[config.mk]
export PLATFORM = sky130hd
export DESIGN_NAME = x86_encoder
export DESIGN_NICKNAME = d
export VERILOG_FILES = /design/src/rtl/x86_pkg.sv /design/src/rtl/x86_enc_len.sv /design/src/rtl/x86_encoder.sv
export SDC_FILE = /design/constraint.sdc
export NUM_CORES = 1
export LEC_CHECK = 0
export BUFFER_PORTS_ARGS = -buffer_cell sky130_fd_sc_hd__buf_2
export CORE_UTILIZATION = 31
export CTS_CLUSTER_SIZE = 16
export DETAILED_ROUTE_END_ITERATION = 16
export GPL_TIMING_DRIVEN = 1
export SETUP_SLACK_MARGIN = 0.02
export SYNTH_ARGS = -nofsm -noshare
export SYNTH_HDL_FRONTEND = slang
export SYNTH_SLANG_ARGS = --single-unit
export TNS_END_PERCENT = 20
[constraint.sdc]
create_clock -name i_clk -period 4.2 [get_ports i_clk]
set_input_delay 0.42 -clock i_clk [delete_from_list [all_inputs] [get_ports i_clk]]
set_output_delay 0.42 -clock i_clk [all_outputs]
set_load 0.02 [all_outputs]
[src/rtl/x86_pkg.sv]
// Shared encodings for the x86 instruction encoder: opcodes, ModR/M field codes, FSM states.
// The PREFIX state exists only when X86_ENC_OPSIZE_EN is defined.
package x86_pkg;

    typedef enum logic [1:0] {
        OP_ADD_RM_R   = 2'd0,
        OP_ADD_R_RM   = 2'd1,
        OP_MOV_R_RM   = 2'd2,
        OP_ADD_RM8_R8 = 2'd3
    } op_e;

    localparam logic [7:0] OPC_ADD_RM8_R8 = 8'h00;
    localparam logic [7:0] OPC_ADD_RM_R   = 8'h01;
    localparam logic [7:0] OPC_ADD_R_RM   = 8'h03;
    localparam logic [7:0] OPC_MOV_R_RM   = 8'h8B;
    localparam logic [7:0] PFX_OPSIZE     = 8'h66;

    localparam logic [1:0] MOD_IND = 2'b00;
    localparam logic [1:0] MOD_D8  = 2'b01;
    localparam logic [1:0] MOD_D32 = 2'b10;
    localparam logic [1:0] MOD_REG = 2'b11;

    localparam logic [2:0] RM_SIB  = 3'b100;
    localparam logic [2:0] RM_DISP = 3'b101;

    localparam logic [2:0] EAX = 3'd0;
    localparam logic [2:0] ECX = 3'd1;
    localparam logic [2:0] EDX = 3'd2;
    localparam logic [2:0] EBX = 3'd3;
    localparam logic [2:0] ESP = 3'd4;
    localparam logic [2:0] EBP = 3'd5;
    localparam logic [2:0] ESI = 3'd6;
    localparam logic [2:0] EDI = 3'd7;

    typedef enum logic [2:0] {
        ST_IDLE,
`ifdef X86_ENC_OPSIZE_EN
        ST_PREFIX,
`endif
        ST_OPCODE,
        ST_MODRM,
        ST_SIB,
        ST_DISP
    } enc_state_e;

    function automatic logic [7:0] opcode_byte(input op_e op);
        case (op)
            OP_ADD_RM_R:   opcode_byte = OPC_ADD_RM_R;
            OP_ADD_R_RM:   opcode_byte = OPC_ADD_R_RM;
            OP_MOV_R_RM:   opcode_byte = OPC_MOV_R_RM;
            default:       opcode_byte = OPC_ADD_RM8_R8;
        endcase
    endfunction

endpackage

[src/rtl/x86_enc_len.sv]
// Combinational length decode from ModR/M mod/rm and SIB base: SIB presence,
// displacement byte count and instruction length excluding any prefix.
module x86_enc_len
    import x86_pkg::*;
(
    input  logic [1:0] mod,
    input  logic [2:0] rm,
    input  logic [2:0] base,
    output logic       has_sib,
    output logic [2:0] disp_cnt,
    output logic [3:0] len
);

    always_comb begin
        // NOTE: every output gets a default before the case so no latch is inferred.
        has_sib  = (mod != MOD_REG) && (rm == RM_SIB);
        disp_cnt = 3'd0;
        case (mod)
            MOD_IND: if ((rm == RM_DISP) || (has_sib && (base == RM_DISP))) disp_cnt = 3'd4;
            MOD_D8:  disp_cnt = 3'd1;
            MOD_D32: disp_cnt = 3'd4;
            default: disp_cnt = 3'd0;
        endcase
        len = 4'd2 + {3'b000, has_sib} + {1'b0, disp_cnt};
    end

endmodule

[src/rtl/x86_encoder.sv]
// Serialises one latched x86 instruction descriptor into machine-code bytes with a
// valid/ready byte handshake. Define X86_ENC_OPSIZE_EN to add i_opsize16 and the 0x66 prefix.
module x86_encoder
    import x86_pkg::*;
(
    input  logic        i_clk,
    input  logic        i_reset_n,
    input  logic        i_valid,
    output logic        o_ready,
    input  logic [1:0]  i_op,
    input  logic [1:0]  i_mod,
    input  logic [2:0]  i_reg,
    input  logic [2:0]  i_rm,
    input  logic [1:0]  i_scale,
    input  logic [2:0]  i_index,
    input  logic [2:0]  i_base,
    input  logic [31:0] i_disp,
`ifdef X86_ENC_OPSIZE_EN
    input  logic        i_opsize16,
`endif
    output logic [7:0]  o_byte,
    output logic        o_byte_valid,
    input  logic        i_byte_ready,
    output logic        o_last,
    output logic [3:0]  o_instr_len
);

    enc_state_e state, next_state;

    op_e         op_q;
    logic [7:0]  modrm_q;
    logic [7:0]  sib_q;
    logic [31:0] disp_q;
    logic        has_sib_q;
    logic        has_disp_q;
    logic [1:0]  disp_last_q;
    logic [1:0]  lane_q;

    logic        has_sib_w;
    logic [2:0]  disp_cnt_w;
    logic [3:0]  len_w;
    logic        pfx_w;
    logic        accept;
    logic        advance;

`ifdef X86_ENC_OPSIZE_EN
    assign pfx_w = i_opsize16;
`else
    assign pfx_w = 1'b0;
`endif

    x86_enc_len u_len (
        .mod      (i_mod),
        .rm       (i_rm),
        .base     (i_base),
        .has_sib  (has_sib_w),
        .disp_cnt (disp_cnt_w),
        .len      (len_w)
    );

    assign o_ready      = (state == ST_IDLE);
    assign o_byte_valid = !o_ready;
    assign accept       = i_valid && o_ready;
    assign advance      = o_byte_valid && i_byte_ready;

    always_ff @(posedge i_clk or negedge i_reset_n) begin
        // NOTE: sequential state uses non-blocking assignments only.
        if (!i_reset_n) state <= ST_IDLE;
        else            state <= next_state;
    end

    always_comb begin
        next_state = state;
        o_byte     = 8'h00;
        o_last     = 1'b0;
        case (state)
            ST_IDLE: begin
                if (accept) next_state = pfx_w ? enc_state_e'(ST_OPCODE - 3'd1) : ST_OPCODE;
            end
`ifdef X86_ENC_OPSIZE_EN
            ST_PREFIX: begin
                o_byte = PFX_OPSIZE;
                if (advance) next_state = ST_OPCODE;
            end
`endif
            ST_OPCODE: begin
                o_byte = opcode_byte(op_q);
                if (advance) next_state = ST_MODRM;
            end
            ST_MODRM: begin
                o_byte = modrm_q;
                o_last = !has_sib_q && !has_disp_q;
                if (advance) next_state = has_sib_q ? ST_SIB : (has_disp_q ? ST_DISP : ST_IDLE);
            end
            ST_SIB: begin
                o_byte = sib_q;
                o_last = !has_disp_q;
                if (advance) next_state = has_disp_q ? ST_DISP : ST_IDLE;
            end
            ST_DISP: begin
                // Little-endian: lane 0 carries disp[7:0].
                o_byte = disp_q[{lane_q, 3'b000} +: 8];
                o_last = (lane_q == disp_last_q);
                if (advance && o_last) next_state = ST_IDLE;
            end
            default: next_state = ST_IDLE;
        endcase
    end

    // Descriptor is captured only on accept, so input changes mid-instruction are ignored.
    always_ff @(posedge i_clk or negedge i_reset_n) begin
        if (!i_reset_n) begin
            op_q        <= OP_ADD_RM_R;
            modrm_q     <= 8'h00;
            sib_q       <= 8'h00;
            disp_q      <= 32'h0;
            has_sib_q   <= 1'b0;
            has_disp_q  <= 1'b0;
            disp_last_q <= 2'd0;
            lane_q      <= 2'd0;
            o_instr_len <= 4'd0;
        end else if (accept) begin
            op_q        <= op_e'(i_op);
            modrm_q     <= {i_mod, i_reg, i_rm};
            sib_q       <= {i_scale, i_index, i_base};
            disp_q      <= i_disp;
            has_sib_q   <= has_sib_w;
            has_disp_q  <= (disp_cnt_w != 3'd0);
            disp_last_q <= (disp_cnt_w == 3'd1) ? 2'd0 : 2'd3;
            lane_q      <= 2'd0;
            o_instr_len <= len_w + {3'b000, pfx_w};
        end else if ((state == ST_DISP) && advance) begin
            lane_q <= lane_q + 2'd1;
        end
    end

endmodule

==> results.sh <==
export IMPL_overflow_after_grt=0
export IMPL_synth_top_area_share=0.519
export IMPL_antenna_violations_before_repair=0
export IMPL_drc=0
export IMPL_worstReg2RegStart="state[0]"
export IMPL_maximum_number_of_pins_on_one_net_before_global_route_repair=63
export IMPL_gp_congestion=0.781
export IMPL_placement_io_buffers=68
export IMPL_min_period_over_period=0.630
export IMPL_path_clk_slew_ns=0.07
export IMPL_period_minus_slack_ns=2.64
export IMPL_tritoncts="built"
export IMPL_wirelength_met1_mm=3.25
export IMPL_grt_pass1_wl_mm=11.5
export IMPL_seq_area_frac_synth=0.519
export IMPL_wire_per_inst_um=13.1
export IMPL_layout_nets=450
export IMPL_cts_repair_resized=0
export IMPL_antenna_diode_count=0
export IMPL_maximum_clock_insertion_buffer_count=2
export IMPL_slew_headroom=0.237
export IMPL_dr_first_iter_drc_count=93
export IMPL_register_to_register_path_setup_slack_ns=1.79
export IMPL_cts_root_buf="sky130_fd_sc_hd__clkbuf_8"
export IMPL_synth_warnings=0
export IMPL_share_of_async_settable_or_async_resettable_flops_after_synthesis=1.00
export IMPL_irDropWorstVdd_mv=0.340
export IMPL_cap_violations=0
export IMPL_report_final_setup_viol=0
export IMPL_cts_htree_levels=3
export IMPL_cts_hold_buffers=0
export IMPL_timing_critical_path_to_type="primary output"
export IMPL_timing_critical_path_depth=4
export IMPL_io_pins=69
export IMPL_drive_above_1_share=0.259
export IMPL_synth_top_cells_by_area="sky130_fd_sc_hd__dfrtp_1 (52%), sky130_fd_sc_hd__nand2_1 (21%), sky130_fd_sc_hd__mux4_2 (6.0%)"
export IMPL_clock_sink_count=62
export IMPL_starting_density_of_the_core=0.322
export IMPL_outcome="completed"
export IMPL_totalPowerFinal_w=0.00256
export IMPL_synth_top_flop_cell="sky130_fd_sc_hd__dfrtp_1"
export IMPL_netlist_top_cell_by_area="sky130_fd_sc_hd__dfrtp_1"
export IMPL_crit_path_max_fanout=21
export IMPL_fmaxAchievable_ghz=0.378
export IMPL_timing_final_hold_violations=0
export IMPL_place_hpwl_mm=4.89
export IMPL_die_width_um=100
export IMPL_synth_area_per_cell_um2=9.07
export IMPL_final_core_utilization=0.387
export IMPL_max_stage_delay_ns=0.68
export IMPL_final_antenna_net_count=0
export IMPL_dr_wl_met2_mm=3.21
export IMPL_timing_critical_path_from="state[0]"
export IMPL_topRoutingLayerUsed="met4"
export IMPL_first_pass_iters=4
export IMPL_setup_worst_path_class="reg2out"
export IMPL_ys_ff_latch=62
export IMPL_n_fill_cell=1003
export IMPL_slew_violations=0
export IMPL_first_global_vias=2509
export IMPL_clock_insertion_delay_at_the_later_pin_of_the_skew_report_ns=0.34
export IMPL_worstHoldPathType="in2async"
export IMPL_setup_tns_ns=0
export IMPL_syn_nets=388
export IMPL_critical_path_n_buffers_inverters=1
export IMPL_worst_slew_pin_tran_ns=1.14
export IMPL_totalWireLength_mm=6.87
export IMPL_most_common_layout_cells="sky130_fd_sc_hd__nand2_1 (169), sky130_fd_sc_hd__buf_2 (68), sky130_fd_sc_hd__dfrtp_1 (62)"
export IMPL_cts_buffers_inserted=9
export IMPL_critPathMostFrequentCell="sky130_fd_sc_hd__o21ai_0"
export IMPL_p_leak_nw=1.88
export IMPL_finished_cell_area_um2=3590
export IMPL_ys_types=34
export IMPL_floorplan_die_height_um=100
export IMPL_synth_edff_count=0
export IMPL_slowest_stage="sky130_fd_sc_hd__dfrtp_1"
export IMPL_viasPerCell=4.55
export IMPL_worst_clock_skew_ns=0.00497
export IMPL_crit_path_cell_trace="nor3b_2 > o21ai_0 > o21ai_0 > buf_2"
export IMPL_start_kind="flop"
export IMPL_place_area_um2=3410
export IMPL_cp_arrival_ns=2.22
export IMPL_placementRows=35
export IMPL_grt_util_all_layers=0.149
export IMPL_layout_commonest_cell="sky130_fd_sc_hd__nand2_1"
export IMPL_worst_r2r_path_depth=3
export IMPL_syn_instance_count=330
export IMPL_post_cts_buffers=0
export IMPL_met3RoutedLength_um=242
export IMPL_total_via_count_in_the_routed_design=2395
export IMPL_timing_critical_path_required_ns=3.78
export IMPL_mappedNetlistArea_um2=2990
export IMPL_critical_path_reg2reg_endpoint="has_disp_q"
export IMPL_syn2layout_area_growth_pct=20.0
export IMPL_core_area_um2=9280
export IMPL_rsz0062_at_grt="false"
export IMPL_timing_critical_path_max_delay_family="flip-flops"
export IMPL_power_density_nw_per_um2=712
export IMPL_fp_dieArea_um2=10000
==> per-stage QoR <==
stage | hold WS [ns] | setup WS [ns] | instances
floorplan | 0.124 | 2.21 | 330
global placement | 0.454 | 1.81 | 510
detailed placement | 0.460 | 1.76 | 510
CTS | 0.258 | 1.58 | 526
global route | 0.269 | 1.35 | 526
finish | 0.245 | 1.56 | 526
==> kinds of logic after synthesis <==
logic type / count (synthesis) / share of synthesized area
AO/OA/AOI/OAI: 28 / 0.0619
adder cells (fa/ha/maj): 4 / 0.0167
buffers and inverters: 24 / 0.0376
flip-flops: 62 / 0.519
multiplexers: 18 / 0.0954
AND/OR/NAND/NOR: 194 / 0.270
==> layer usage <==
layer / up-vias / GRT usage
li1: 1196 / -
met1: 1132 / 0.189
met2: 55 / 0.249
met3: 12 / 0.0251
met4: 0 / 0.0680
met5: - / 0
==> Yosys cell counts (3+ instances only) <==
master	count
sky130_fd_sc_hd__a21oi_1	3
sky130_fd_sc_hd__buf_2	6
sky130_fd_sc_hd__clkbuf_1	10
sky130_fd_sc_hd__dfrtp_1	62
sky130_fd_sc_hd__ha_1	4
sky130_fd_sc_hd__inv_1	5
sky130_fd_sc_hd__mux2_2	4
sky130_fd_sc_hd__mux2i_1	6
sky130_fd_sc_hd__mux4_2	8
sky130_fd_sc_hd__nand2_1	169
sky130_fd_sc_hd__nand2b_1	4
sky130_fd_sc_hd__nand3_1	4
sky130_fd_sc_hd__nor2_1	3
sky130_fd_sc_hd__nor3_1	4
sky130_fd_sc_hd__o21ai_0	13
==> worst max-delay path by stage <==
stage	to	slack [ns]
6_report	o_last	1.56
5_1_grt	o_last	1.35
4_1_cts	o_last	1.58
3_5_place_dp	has_disp_q	1.76
3_3_place_gp	has_disp_q	1.81
2_1_floorplan	o_byte_valid	2.21
==> report_power, final <==
part / internal [W] / switching, W
Clock: 0.000226 / 0.000240
Sequential: 0.000871 / 0.000238
Combinational: 0.000429 / 0.000552
==> layout make-up <==
| type | instances | area, µm² | share of cell area |
|---|---|---|---|
| Tap cell | 129 | 161 | 0.0450 |
| Timing Repair Buffer | 70 | 355 | 0.0990 |
| Sequential cell | 62 | 1550 | 0.432 |
| Inverter | 5 | 18.8 | 0.00523 |
| Multi-Input combinational cell | 244 | 1330 | 0.370 |
| Clock buffer | 10 | 138 | 0.0383 |
| Clock inverter | 6 | 37.5 | 0.0105 |
==> registers in the layout, summed over array words and instances, names as in the netlist <==
signal,count
disp_q,32
disp_last_q,1
has_disp_q,1
modrm_q,8
state,3
o_instr_len,4
sib_q,8
lane_q,2
has_sib_q,1
op_q,2
(Power assumes the default switching activity.)
